## src/rtl/y86_fetch_pipe.sv

```systemverilog
// rtl/y86_fetch_pipe.sv - Y86-64 pipelined fetch stage with PC, predictor, run/wait/halt FSM and F/D register
// Optional macro FETCH_PERF_CNT_EN adds fetch/bubble performance counters.
module y86_fetch_pipe #(
   parameter int                ADDR_W   = 64,
   parameter logic [ADDR_W-1:0] RESET_PC = '0
) (
   input  logic              clk_i,
   input  logic              rst_n_i,
   output logic [ADDR_W-1:0] imem_addr_o,
   input  logic [79:0]       imem_data_i,
   input  logic              imem_error_i,
   input  logic              stall_i,
   input  logic              bubble_i,
   input  logic              redirect_valid_i,
   input  logic [ADDR_W-1:0] redirect_pc_i,
   output logic              d_valid_o,
   output logic [3:0]        d_icode_o,
   output logic [3:0]        d_ifun_o,
   output logic [3:0]        d_rA_o,
   output logic [3:0]        d_rB_o,
   output logic [63:0]       d_valC_o,
   output logic [ADDR_W-1:0] d_valP_o,
   output logic [1:0]        d_stat_o,
`ifdef FETCH_PERF_CNT_EN
   output logic [31:0]       perf_fetch_cnt_o,
   output logic [31:0]       perf_bubble_cnt_o,
`endif
   output logic [ADDR_W-1:0] pred_pc_o
);

   localparam logic [1:0] STAT_AOK = 2'd0;
   localparam logic [1:0] STAT_HLT = 2'd1;
   localparam logic [1:0] STAT_ADR = 2'd2;
   localparam logic [1:0] STAT_INS = 2'd3;

   typedef enum logic [1:0] {S_RUN, S_WAIT_RET, S_HALT} state_t;

   typedef struct packed {
      logic              valid;
      logic [3:0]        icode;
      logic [3:0]        ifun;
      logic [3:0]        ra;
      logic [3:0]        rb;
      logic [63:0]       valc;
      logic [ADDR_W-1:0] valp;
      logic [1:0]        stat;
   } fd_t;

   localparam fd_t FD_BUBBLE = '{valid: 1'b0, icode: 4'h1, ifun: 4'h0, ra: 4'hF, rb: 4'hF,
                                 valc: 64'd0, valp: '0, stat: STAT_AOK};

   logic [ADDR_W-1:0] pc_q, pc_d;
   state_t            state_q, state_d;
   fd_t               fd_q, fd_d;
   fd_t               dec;
   logic              fd_load;

   logic [3:0]        icode, ifun, len;
   logic              ifun_ok;
   logic [ADDR_W-1:0] valp, pred_pc;

   assign icode = imem_data_i[7:4];
   assign ifun  = imem_data_i[3:0];

   always_comb begin
      len       = 4'd1;
      ifun_ok   = (ifun == 4'h0);
      dec       = FD_BUBBLE;
      dec.valid = 1'b1;
      dec.icode = icode;
      dec.ifun  = ifun;
      case (icode)
         4'h2, 4'h6, 4'hA, 4'hB: begin
            len    = 4'd2;
            dec.ra = imem_data_i[15:12];
            dec.rb = imem_data_i[11:8];
         end
         4'h3, 4'h4, 4'h5: begin
            len      = 4'd10;
            dec.ra   = imem_data_i[15:12];
            dec.rb   = imem_data_i[11:8];
            dec.valc = imem_data_i[79:16];
         end
         4'h7, 4'h8: begin
            len      = 4'd9;
            dec.valc = imem_data_i[71:8];
         end
         default: len = 4'd1;
      endcase
      case (icode)
         4'h2, 4'h7: ifun_ok = (ifun <= 4'd6);
         4'h6:       ifun_ok = (ifun <= 4'd3);
         default:    ifun_ok = (ifun == 4'h0);
      endcase
      valp     = pc_q + {{(ADDR_W-4){1'b0}}, len};
      dec.valp = valp;
      // Memory fault outranks an illegal encoding; halt only counts for a clean fetch.
      if (imem_error_i)                     dec.stat = STAT_ADR;
      else if (icode > 4'hB || !ifun_ok)    dec.stat = STAT_INS;
      else if (icode == 4'h0)               dec.stat = STAT_HLT;
      else                                  dec.stat = STAT_AOK;
      pred_pc = (icode == 4'h7 || icode == 4'h8) ? dec.valc[ADDR_W-1:0] : valp;
   end

   always_comb begin
      pc_d    = pc_q;
      state_d = state_q;
      fd_d    = fd_q;
      fd_load = 1'b0;
      if (redirect_valid_i) begin
         pc_d    = redirect_pc_i;
         state_d = S_RUN;
         fd_d    = FD_BUBBLE;
         fd_load = 1'b1;
      end else if (stall_i) begin
         if (bubble_i) begin
            fd_d    = FD_BUBBLE;
            fd_load = 1'b1;
         end
      end else begin
         fd_load = 1'b1;
         fd_d    = FD_BUBBLE;
         if (state_q == S_RUN) begin
            pc_d = pred_pc;
            fd_d = dec;
            if (dec.stat != STAT_AOK) state_d = S_HALT;
            else if (icode == 4'h9)   state_d = S_WAIT_RET;
         end
         // An external bubble squashes the load but the PC/FSM still advance.
         if (bubble_i) fd_d = FD_BUBBLE;
      end
   end

   always_ff @(posedge clk_i or negedge rst_n_i) begin
      if (!rst_n_i) begin
         pc_q    <= RESET_PC;
         state_q <= S_RUN;
         fd_q    <= FD_BUBBLE;
      end else begin
         pc_q    <= pc_d;
         state_q <= state_d;
         fd_q    <= fd_d;
      end
   end

`ifdef FETCH_PERF_CNT_EN
   logic [31:0] fetch_cnt_q, bubble_cnt_q;

   always_ff @(posedge clk_i or negedge rst_n_i) begin
      if (!rst_n_i) begin
         fetch_cnt_q  <= 32'd0;
         bubble_cnt_q <= 32'd0;
      end else if (fd_load) begin
         if (fd_d.valid) fetch_cnt_q  <= fetch_cnt_q + 32'd1;
         else            bubble_cnt_q <= bubble_cnt_q + 32'd1;
      end
   end

   assign perf_fetch_cnt_o  = fetch_cnt_q;
   assign perf_bubble_cnt_o = bubble_cnt_q;
`endif

   assign imem_addr_o = pc_q;
   assign pred_pc_o   = pred_pc;
   assign d_valid_o   = fd_q.valid;
   assign d_icode_o   = fd_q.icode;
   assign d_ifun_o    = fd_q.ifun;
   assign d_rA_o      = fd_q.ra;
   assign d_rB_o      = fd_q.rb;
   assign d_valC_o    = fd_q.valc;
   assign d_valP_o    = fd_q.valp;
   assign d_stat_o    = fd_q.stat;

endmodule

```

## config.mk

```make
export PLATFORM = sky130hd
export DESIGN_NAME = y86_fetch_pipe
export DESIGN_NICKNAME = d
export VERILOG_FILES = /design/src/rtl/y86_fetch_pipe.sv
export SDC_FILE = /design/constraint.sdc
export NUM_CORES = 1
export LEC_CHECK = 0
export ABC_AREA = 1
export CAP_MARGIN = 10
export CORE_UTILIZATION = 40
export DETAILED_ROUTE_END_ITERATION = 10
export PLACE_DENSITY_LB_ADDON = 0.05
export RECOVER_POWER = 100
export SLEW_MARGIN = 20
export SYNTH_ARGS = -nofsm -noshare
export SYNTH_HDL_FRONTEND = slang
export SYNTH_SLANG_ARGS = --single-unit
export TNS_END_PERCENT = 1
```

## constraint.sdc

```tcl
create_clock -name clk_i -period 3.5 [get_ports clk_i]
set_input_delay 0.525 -clock clk_i [delete_from_list [all_inputs] [get_ports clk_i]]
set_output_delay 0.525 -clock clk_i [all_outputs]
set_load 0.005 [all_outputs]
```

== Word level (Yosys, flattened, before mapping) ==
Cells that the tools add are included.

* Add/subtract/negate cells: 1
* $lt $le $gt $ge: 3
* Equal/unequal tests: 12
* Multiplexer cells: 21
* Reduce and logical (&&, ||, !) cells: 16

{| class="wikitable"
|+ Operators with widths
! kind !! count
|-
| 147-bit 2-to-1 mux || 5
|-
| 64-bit 2-to-1 mux || 4
|-
| 64-bit case mux with 2 select lines || 1
|-
| 64-bit by 4-bit adder with 64-bit output || 1
|-
| 4-bit by 3-bit == test with 1-bit output, second input constant || 4
|-
| 4-bit == test, second input constant || 4
|-
| 2-bit 2-to-1 mux || 7
|-
| 4-bit case mux with 3 select lines || 1
|-
| 4-bit by 2-bit == test with 1-bit output, second input constant || 2
|-
| 4-bit logical NOT || 2
|-
| 8-bit 2-to-1 mux || 1
|-
| 7-bit OR reduction || 1
|-
| 4-bit greater-than comparator, second input constant || 1
|-
| 4-bit by 2-bit less-or-equal comparator with 1-bit output, second input constant || 1
|-
| 4-bit by 3-bit less-or-equal comparator with 1-bit output, second input constant || 1
|-
| 2-bit nonzero test || 2
|-
| 2-bit OR reduction || 2
|-
| 4-bit OR reduction || 1
|-
| 3-bit by 1-bit != test with 1-bit output, second input constant || 1
|-
| 3-bit AND reduction || 1
|-
| 3-bit nonzero test || 1
|-
| 3-bit OR reduction || 1
|-
| 2-bit logical NOT || 1
|-
| 1-bit logical OR || 2
|-
| other kinds (5) || 5
|}

* Register bits after elaboration: 213
* Input bits: 150
* Output and inout bits: 275
* Logic and storage cells: 63

== Longest topological paths before layout ==
Gate-level depths: netlist of run 1.

* Word-level depth: 12
* Mapped depth: 21
* Mapped depth without buffers: 19

== Worst setup path before layout of run 1 ==
OpenSTA, ideal clock, no wires.

* Path kind: input-to-output
* From: input port imem_data_i[5]
* To: output port pred_pc_o[24]
* Arrival time: 2.695 ns
* Data required time: 2.975 ns
* Path slack: 0.280 ns
* Cell stages on the path: 14
* Path buffers: 1
* Cells stage by stage: buf_2 -> inv_1 -> o22ai_1 -> inv_1 -> ha_1 -> fa_1 -> nand3_1 -> nand2_1 -> nand2_2 -> inv_1 -> nand2_1 -> xor2_1 -> inv_1 -> o21ai_0

* Longest elaborated chain between the ends: 5
* Elaborated cells on any way between the ends: 17
* Classes of those cells: 1 x add/sub; 9 x eq/ne; 3 x mux; 4 x reduce/logical

{| class="wikitable"
|+ RTL lines
! what !! line !! RTL
|-
| start: declaration || 10 || <nowiki>input logic [79:0] imem_data_i,</nowiki>
|-
| 4-bit by 3-bit == test with 1-bit output, or another cell as far along || 72 || <nowiki>case (icode)</nowiki>
|-
| 4-bit OR reduction, or another cell as far along || n/a ||
|-
| 4-bit case mux with 3 select lines || 72 ||
|-
| 64-bit by 4-bit adder with 64-bit output || 95 || <nowiki>valp = pc_q + {{(ADDR_W-4){1'b0}}, len};</nowiki>
|-
| 64-bit 2-to-1 mux * || 102 || <nowiki>pred_pc = (icode == 4'h7 || icode == 4'h8) ? dec.valc[ADDR_W-1:0] : valp;</nowiki>
|-
| end: declaration || 28 || <nowiki>output logic [ADDR_W-1:0] pred_pc_o</nowiki>
|}

Mark *: on every way between the ends. The rest lies on a longest branch, timed or not.

== Final worst setup path of run 1 ==
* From: input port imem_data_i[7]
* To: output port pred_pc_o[62]

The elaborated chain is that of the path after synthesis.

==> impl_metrics.py, run 1 <==
metrics = {
    "outcome": {
        "outcome": "finished with violations",
        "failed_checks": "max-capacitance violations, max-slew violations, negative setup slack",
    },
    "timing": {
        "post-route-period-util_pct": 101,
        "worst_pin_slew_ns": 2.26,
        "rsz0062_at_grt": "true",
        "min_period_ns": 3.55,
        "hold_viol": 0,
        "max_freq_ghz": 0.282,
        "finalClockSkew_ns": 0.00797,
        "hold_ws_ns": 0.320,
        "setup_slack_ns": -0.0497,
        "drv_slew": 88,
        "finalSetupViolations": 8,
        "slew_headroom_pct": -50.9,
    },
    "synthesis": {
        "ys_ff_latch": 213,
        "postSynthCellCount": 1917,
        "synth_cell_types": 38,
        "avgSynthCellArea_um2": 6.74,
        "ys_warn_count": 0,
        "syn-num-nets": 2071,
        "netlist_area_um2": 12900,
        "yosysSeqAreaShare_pct": 41.3,
    },
    "routing": {
        "drc": 0,
        "drt_iter0_markers": 1592,
        "post_drt_wl_per_cell_um": 21.2,
        "drt_pre_antenna_iters": 6,
        "wirelength_mm": 62.4,
        "vias": 15500,
        "drtAntennaViolNets": 0,
        "vias_per_cell": 5.29,
    },
    "place": {
        "dp_slack_ns": -0.843,
        "port_buffers": 424,
        "hpwlAfterDp_mm": 47.1,
        "placedCellCount": 2832,
        "finalWeightedCongestion": 0.984,
    },
    "global_route": {
        "gr-total-overflow": 0,
        "track_usage_pct": 37.0,
        "grt_pass1_vias": 14700,
        "grt_first_pass_wirelength_mm": 91.4,
        "antenna_found_initial": 4,
        "grt_start_max_net_pins": 140,
    },
    "critical_path": {
        "cp_slowest_cell": "dlygate4sd2_1",
        "critPathMostFrequentCell": "nand2_4",
        "worst_ep_arrival_time_ns": 3.02,
        "required_ns": 2.97,
        "worstSetupStartpointType": "input pin",
        "crit_path_max_incr_delay_ns": 0.27,
        "worstSetupPathType": "input pin to primary output",
        "path_cells": "clkbuf_2, buf_4, nor2_2, nand2_2, o21ai_4, inv_2, nand2_4, ha_4, nand2_4, nor2_4, nand2_4, nand2_4, nand2_4, buf_4, buf_4, nor2_4, nand2_2, nand2_2, nand2_2, nand2_1, nand2_1, dlygate4sd2_1",
        "cp-end-kind": "primary output",
        "cp_max_fo": 5,
    },
    "cells_and_area": {
        "final_cells": 2938,
        "final_cell_mix": "nand2_1, inv_1, buf_4",
        "final_layout_size_suffix_gt1_share_pct": 17.8,
        "syn_to_final_growth_pct": 57.4,
        "nets": 2668,
        "finalCoreUtilization_pct": 64.3,
        "fillers": 2910,
        "layout_commonest_cell": "nand2_1",
    },
    "die": {
        "core_um2": 31600,
        "floorplan.initialDensity_pct": 40.8,
        "die_h_um": 182,
        "fp.dieW_um": 182,
        "die_area_um2": 33000,
        "io_pins": 425,
        "placementRows": 65,
    },
    "clock_tree": {
        "cts_buffers": 26,
        "clock_sinks": 213,
        "path_clk_slew_ns": 0.06,
        "max-clock-path-buffers": 3,
        "ctsRootBufferMaster": "clkbuf_16",
        "cts_tree": "done",
        "htree_levels": 1,
        "clk_latency_ns": 0.55,
    },
    "power_and_ir_drop": {
        "vdd.ir_drop.worst_mv": 0.342,
        "power_mw": 7.74,
        "p_leak_nw": 10.5,
        "powerDensity_nw_per_um2": 381,
    },
    "run": {
        "cap_viol_max_count": 1,
    },
    "hold_path": {
        "hp-class": "input pin to register",
    },
}
repair_timing:
item | CTS | global route
gates resized for setup | 197 | 55
hold buffers | 0 | 0
gates cloned | 0 | 0
setup buffers | 47 | 10
setup endpoints to repair | 64 | 62
pin swaps | 49 | 23
routing by layer:
layer / routed length [um] / global-route usage (%)
met1: 27100 / 53.1
met3: 6040 / 6.92
met2: 27200 / 56.0
met4: 2030 / 12.2
met5: 10 / 0
kinds of logic after synthesis:
family | after synthesis | share of synthesized area (%)
AOI/OAI and AO/OA | 238 | 11.0
xor gates and xnor gates | 21 | 1.42
adders and majority gates | 4 | 0.446
buffers and inverters | 300 | 9.33
DFF | 213 | 41.3
and+or+nand+nor | 1141 | 36.4
worst max-delay path: cells and delay by family:
family                   cells  cell delay, ns
buffers and inverters        6            0.85
AND/OR/NAND/NOR             14            1.39
AO/OA/AOI/OAI                1            0.08
adder cells (fa/ha/maj)      1            0.18
through the flow:
stage | cell area (um2) | setup TNS [ns]
2_1_floorplan | 12900 | 0
3_3_place_gp | 18600 | -37.04
3_5_place_dp | 18600 | -40.07
4_1_cts | 20200 | -1.27
5_1_grt | 20300 | -2.02
6_report | 20300 | -0.217
synthesized netlist by cell type (all sizes together):
| master | count | area share, % |
|---|---|---|
| ha | 3 | 0.29 |
| nor3 | 9 | 0.39 |
| fa | 1 | 0.15 |
| dfrtp | 204 | 40 |
| o211ai | 1 | 0.058 |
| o21bai | 9 | 0.58 |
| o22ai | 5 | 0.24 |
| xor2 | 18 | 1.2 |
| inv | 221 | 6.4 |
| o21ai | 169 | 6.7 |
| nand3 | 117 | 4.5 |
| a31oi | 1 | 0.048 |
| a21boi | 1 | 0.058 |
| a21oi | 8 | 0.31 |
| a21o | 1 | 0.058 |
| nand4 | 25 | 1.2 |
| xnor2 | 3 | 0.20 |
| clkbuf | 38 | 1.1 |
| nand2 | 818 | 24 |
| dfstp | 9 | 1.8 |
| a22o | 42 | 2.8 |
| and2 | 11 | 0.55 |
| nor2 | 161 | 5.5 |
| o31ai | 1 | 0.097 |
| buf | 41 | 1.8 |
sequential cells by signal, indices dropped and copies added, names as in the netlist:
signal / flops
d_rA_o: 4
d_stat_o: 2
d_icode_o: 4
d_rB_o: 4
d_ifun_o: 4
d_valid_o: 1
d_valP_o: 64
imem_addr_o: 64
state_q: 2
d_valC_o: 64
layout make-up:
cell class / instances / area [um2] / area share [%]
diodes: 3 / 7.51 / 0.0369
clock buffers: 36 / 758 / 3.73
clock inverters: 11 / 121 / 0.597
inverters: 221 / 835 / 4.10
multi-input cells: 1404 / 6860 / 33.7
flip-flops and latches: 213 / 5350 / 26.3
well taps: 402 / 503 / 2.47
repair buffers: 648 / 5910 / 29.1
power breakdown:
group	internal [mW]	switching, mW
clock network	1.66	1.16
registers	2.60	0.225
logic	1.01	1.09
total	5.27	2.47
path summary, 6_finish.rpt:
check	start	end	slack, ns	cells past startpoint
worst max-delay path	imem_data_i[7]	pred_pc_o[62]	-0.05	22
worst min-delay path	imem_data_i[7]	d_icode_o[3]$_DFFE_PN0P_	0.32	3
worst max register to register	imem_addr_o[0]$_DFFE_PN0P_	imem_addr_o[14]$_DFFE_PN0P_	0.12	23
worst min register to register	d_valC_o[25]$_DFFE_PN0P_	d_valC_o[25]$_DFFE_PN0P_	0.47	2
max in group asynchronous	rst_n_i	d_valP_o[44]$_DFFE_PN0P_	0.68	2
min in group asynchronous	rst_n_i	d_ifun_o[1]$_DFFE_PN0P_	0.61	1
Power figures use the tool's default switching activity.
==> run 2: changes to the inputs <==
--- a/config.mk
+++ b/config.mk
@@ -6,7 +6,6 @@
 export NUM_CORES = 1
 export LEC_CHECK = 0
 export ABC_AREA = 1
-export CAP_MARGIN = 10
 export CORE_UTILIZATION = 40
 export DETAILED_ROUTE_END_ITERATION = 10
 export PLACE_DENSITY_LB_ADDON = 0.05
==> constraint.sdc (replaced) <==
create_clock -name clk_i -period 3.7 [get_ports clk_i]
set_input_delay 0.555 -clock clk_i [delete_from_list [all_inputs] [get_ports clk_i]]
set_output_delay 0.555 -clock clk_i [all_outputs]
set_load 0.005 [all_outputs]
==> impl_metrics.py, run 2 (same netlist as run 1, synthesis figures left out) <==
metrics = {
    "outcome": {
        "outcome": "finished with violations",
        "failed_checks": "max-capacitance violations, max-slew violations, negative setup slack",
    },
    "timing": {
        "min_period_ns": 3.80,
        "finalClockSkew_ns": 0.0259,
        "drv_slew": 187,
        "hold_viol": 0,
        "rsz0062_at_grt": "true",
        "slew_headroom_pct": -114,
        "worst_pin_slew_ns": 3.21,
        "finalSetupViolations": 20,
        "post-route-period-util_pct": 103,
        "setup_slack_ns": -0.101,
        "max_freq_ghz": 0.263,
    },
    "clock_tree": {
        "cts_tree": "done",
        "clock_sinks": 213,
        "cts_buffers": 26,
        "path_clk_slew_ns": 0.06,
        "clk_latency_ns": 0.55,
        "htree_levels": 1,
        "ctsRootBufferMaster": "clkbuf_16",
        "max-clock-path-buffers": 3,
        "cts_hold_buf": 0,
    },
    "critical_path": {
        "worstSetupPathType": "input pin to primary output",
        "worst-path-buf-inv": 5,
        "critPathMostFrequentCell": "nand2_4",
        "path_cells": "clkdlybuf4s15_2, buf_4, nand4_1, nand2_4, inv_2, nand2_4, ha_4, nand2_2, nor2_4, nand2_2, nand2_4, buf_4, nand2_4, nor2_4, nand3_1, nand2_2, nand2_1, nand2_1, clkdlybuf4s50_1",
        "critPathTopFamily": "simple AND/OR/NAND/NOR gates",
        "required_ns": 3.14,
        "crit_path_max_incr_delay_ns": 0.50,
        "cp-end-kind": "primary output",
        "worstSetupStartpointType": "input pin",
        "worst_ep_arrival_time_ns": 3.25,
        "cp_slowest_cell": "clkdlybuf4s50_1",
        "cp_max_fo": 5,
    },
    "routing": {
        "drc": 0,
        "drtAntennaViolNets": 0,
        "vias_per_cell": 5.30,
        "vias": 15300,
        "wirelength_mm": 61.4,
        "post_drt_wl_per_cell_um": 21.3,
        "drt_pre_antenna_iters": 7,
        "drt_iter0_markers": 1502,
    },
    "cells_and_area": {
        "fillers": 2910,
        "final_layout_size_suffix_gt1_share_pct": 14.5,
        "final-seq-area_um2": 5340,
        "nets": 2619,
        "final_cell_mix": "nand2_1, inv_1, clkdlybuf4s50_1",
        "layout_commonest_cell": "nand2_1",
        "syn_to_final_growth_pct": 53.5,
        "fin_area_um2": 19800,
        "multiInputGateArea_um2": 6730,
    },
    "die": {
        "die_area_um2": 33000,
        "die_h_um": 182,
        "floorplan.initialDensity_pct": 40.8,
        "fp.dieW_um": 182,
        "io_pins": 425,
        "placementRows": 65,
        "core_um2": 31600,
    },
    "place": {
        "hpwlAfterDp_mm": 47.0,
        "dp_slack_ns": -0.769,
        "placed_cell_area_um2": 18600,
        "finalWeightedCongestion": 0.975,
        "port_buffers": 424,
    },
    "hold_path": {
        "hp-class": "input pin to register",
    },
    "power_and_ir_drop": {
        "clkPwrFrac_pct": 36.2,
        "p_switching_mw": 2.25,
        "vdd.ir_drop.worst_mv": 0.375,
        "p_leak_nw": 10.2,
        "powerDensity_nw_per_um2": 361,
        "swShare_pct": 31.4,
        "p_comb_share_pct": 26.2,
        "p_seq_share_pct": 37.5,
        "internal-power_mw": 4.90,
    },
    "global_route": {
        "gr-total-overflow": 0,
        "grt_pass1_vias": 14800,
        "track_usage_pct": 36.8,
        "grt_start_max_net_pins": 140,
        "antenna_found_initial": 5,
        "grt_first_pass_wirelength_mm": 91.1,
    },
    "run": {
        "cap_viol_max_count": 2,
    },
}
==> run 2: changes by cell type in the layout (fill, tap and decap cells not counted), sizes merged <==
cell and change:
buf -56, dlygate4sd2 -17, bufinv -1, clkinv -1
dlymetal6s2s +7, clkinvlp -2, clkbuf +3, diode +1
clkdlybuf4s15 -3, clkdlybuf4s50 +24, dlygate4sd3 -5
==> run 2: worst paths after layout <==
kind / from / endpoint / slack [ns] / cells past startpoint
min in group asynchronous: rst_n_i / d_ifun_o[1]$_DFFE_PN0P_ / 0.96 / 1
max reg2reg: state_q[1]$_DFFE_PN0P_ / d_stat_o[1]$_DFFE_PN0P_ / 0.79 / 8
max: imem_data_i[6] / pred_pc_o[63] / -0.10 / 19
min reg2reg: d_valC_o[25]$_DFFE_PN0P_ / d_valC_o[25]$_DFFE_PN0P_ / 0.47 / 2
min: imem_data_i[4] / d_icode_o[0]$_DFFE_PN1P_ / 0.35 / 3
max in group asynchronous: rst_n_i / imem_addr_o[30]$_DFFE_PN0P_ / 0.36 / 2
==> run 2: metrics by stage <==
step           std cells  util, %  total power [mW]  setup TNS [ns]  hold WS, ns
6_report            2888     62.7              7.15          -0.795        0.353
5_1_grt             2888     62.7              7.45           -8.65        0.368
4_1_cts             2880     62.2              7.16           -1.44        0.129
3_5_place_dp        2832     58.8              4.56          -34.54        0.464
3_3_place_gp        2832     58.8              4.55          -31.08        0.462
2_1_floorplan       1917        -              3.33               0        0.259
==> run 2: what timing repair did <==
action | 4_1_cts | 5_1_grt
gates resized for setup | 104 | 46
pin swaps | 17 | 15
setup endpoints to repair | 64 | 56
setup buffers | 3 | 4
==> run 2: layout make-up <==
type                       count  area share (%)
multi-input combinational   1404            33.9
timing repair buffer         599            28.0
sequential                   213            26.9
inverter                     221            4.18
clock buffer                  38            4.02
tap                          402            2.54
clock inverter                 7           0.303
antenna                        4          0.0505
==> run 2: routing by layer <==
layer | wire (um) | share of wire (%) | global-route usage (%)
met4 | 2570 | 4.2 | 15.5
met5 | 0 | 0 | 0
met2 | 25700 | 42 | 53.3
met3 | 6340 | 10 | 8.52
met1 | 26800 | 44 | 52.5
==> run 2: power groups by stage <==
stage | Clock, mW | Sequential (mW) | Combinational (mW)
2_1_floorplan | 0 | 2.64 | 0.686
3_3_place_gp | 0 | 2.71 | 1.84
3_5_place_dp | 0 | 2.71 | 1.86
4_1_cts | 2.62 | 2.68 | 1.87
5_1_grt | 2.73 | 2.70 | 2.03
6_report | 2.59 | 2.68 | 1.88
==> run 2: tightest hold or removal path, cell delays in order <==
cell	delay, ns
buf_2	0.14
inv_1	0.11
a31oi_1	0.09
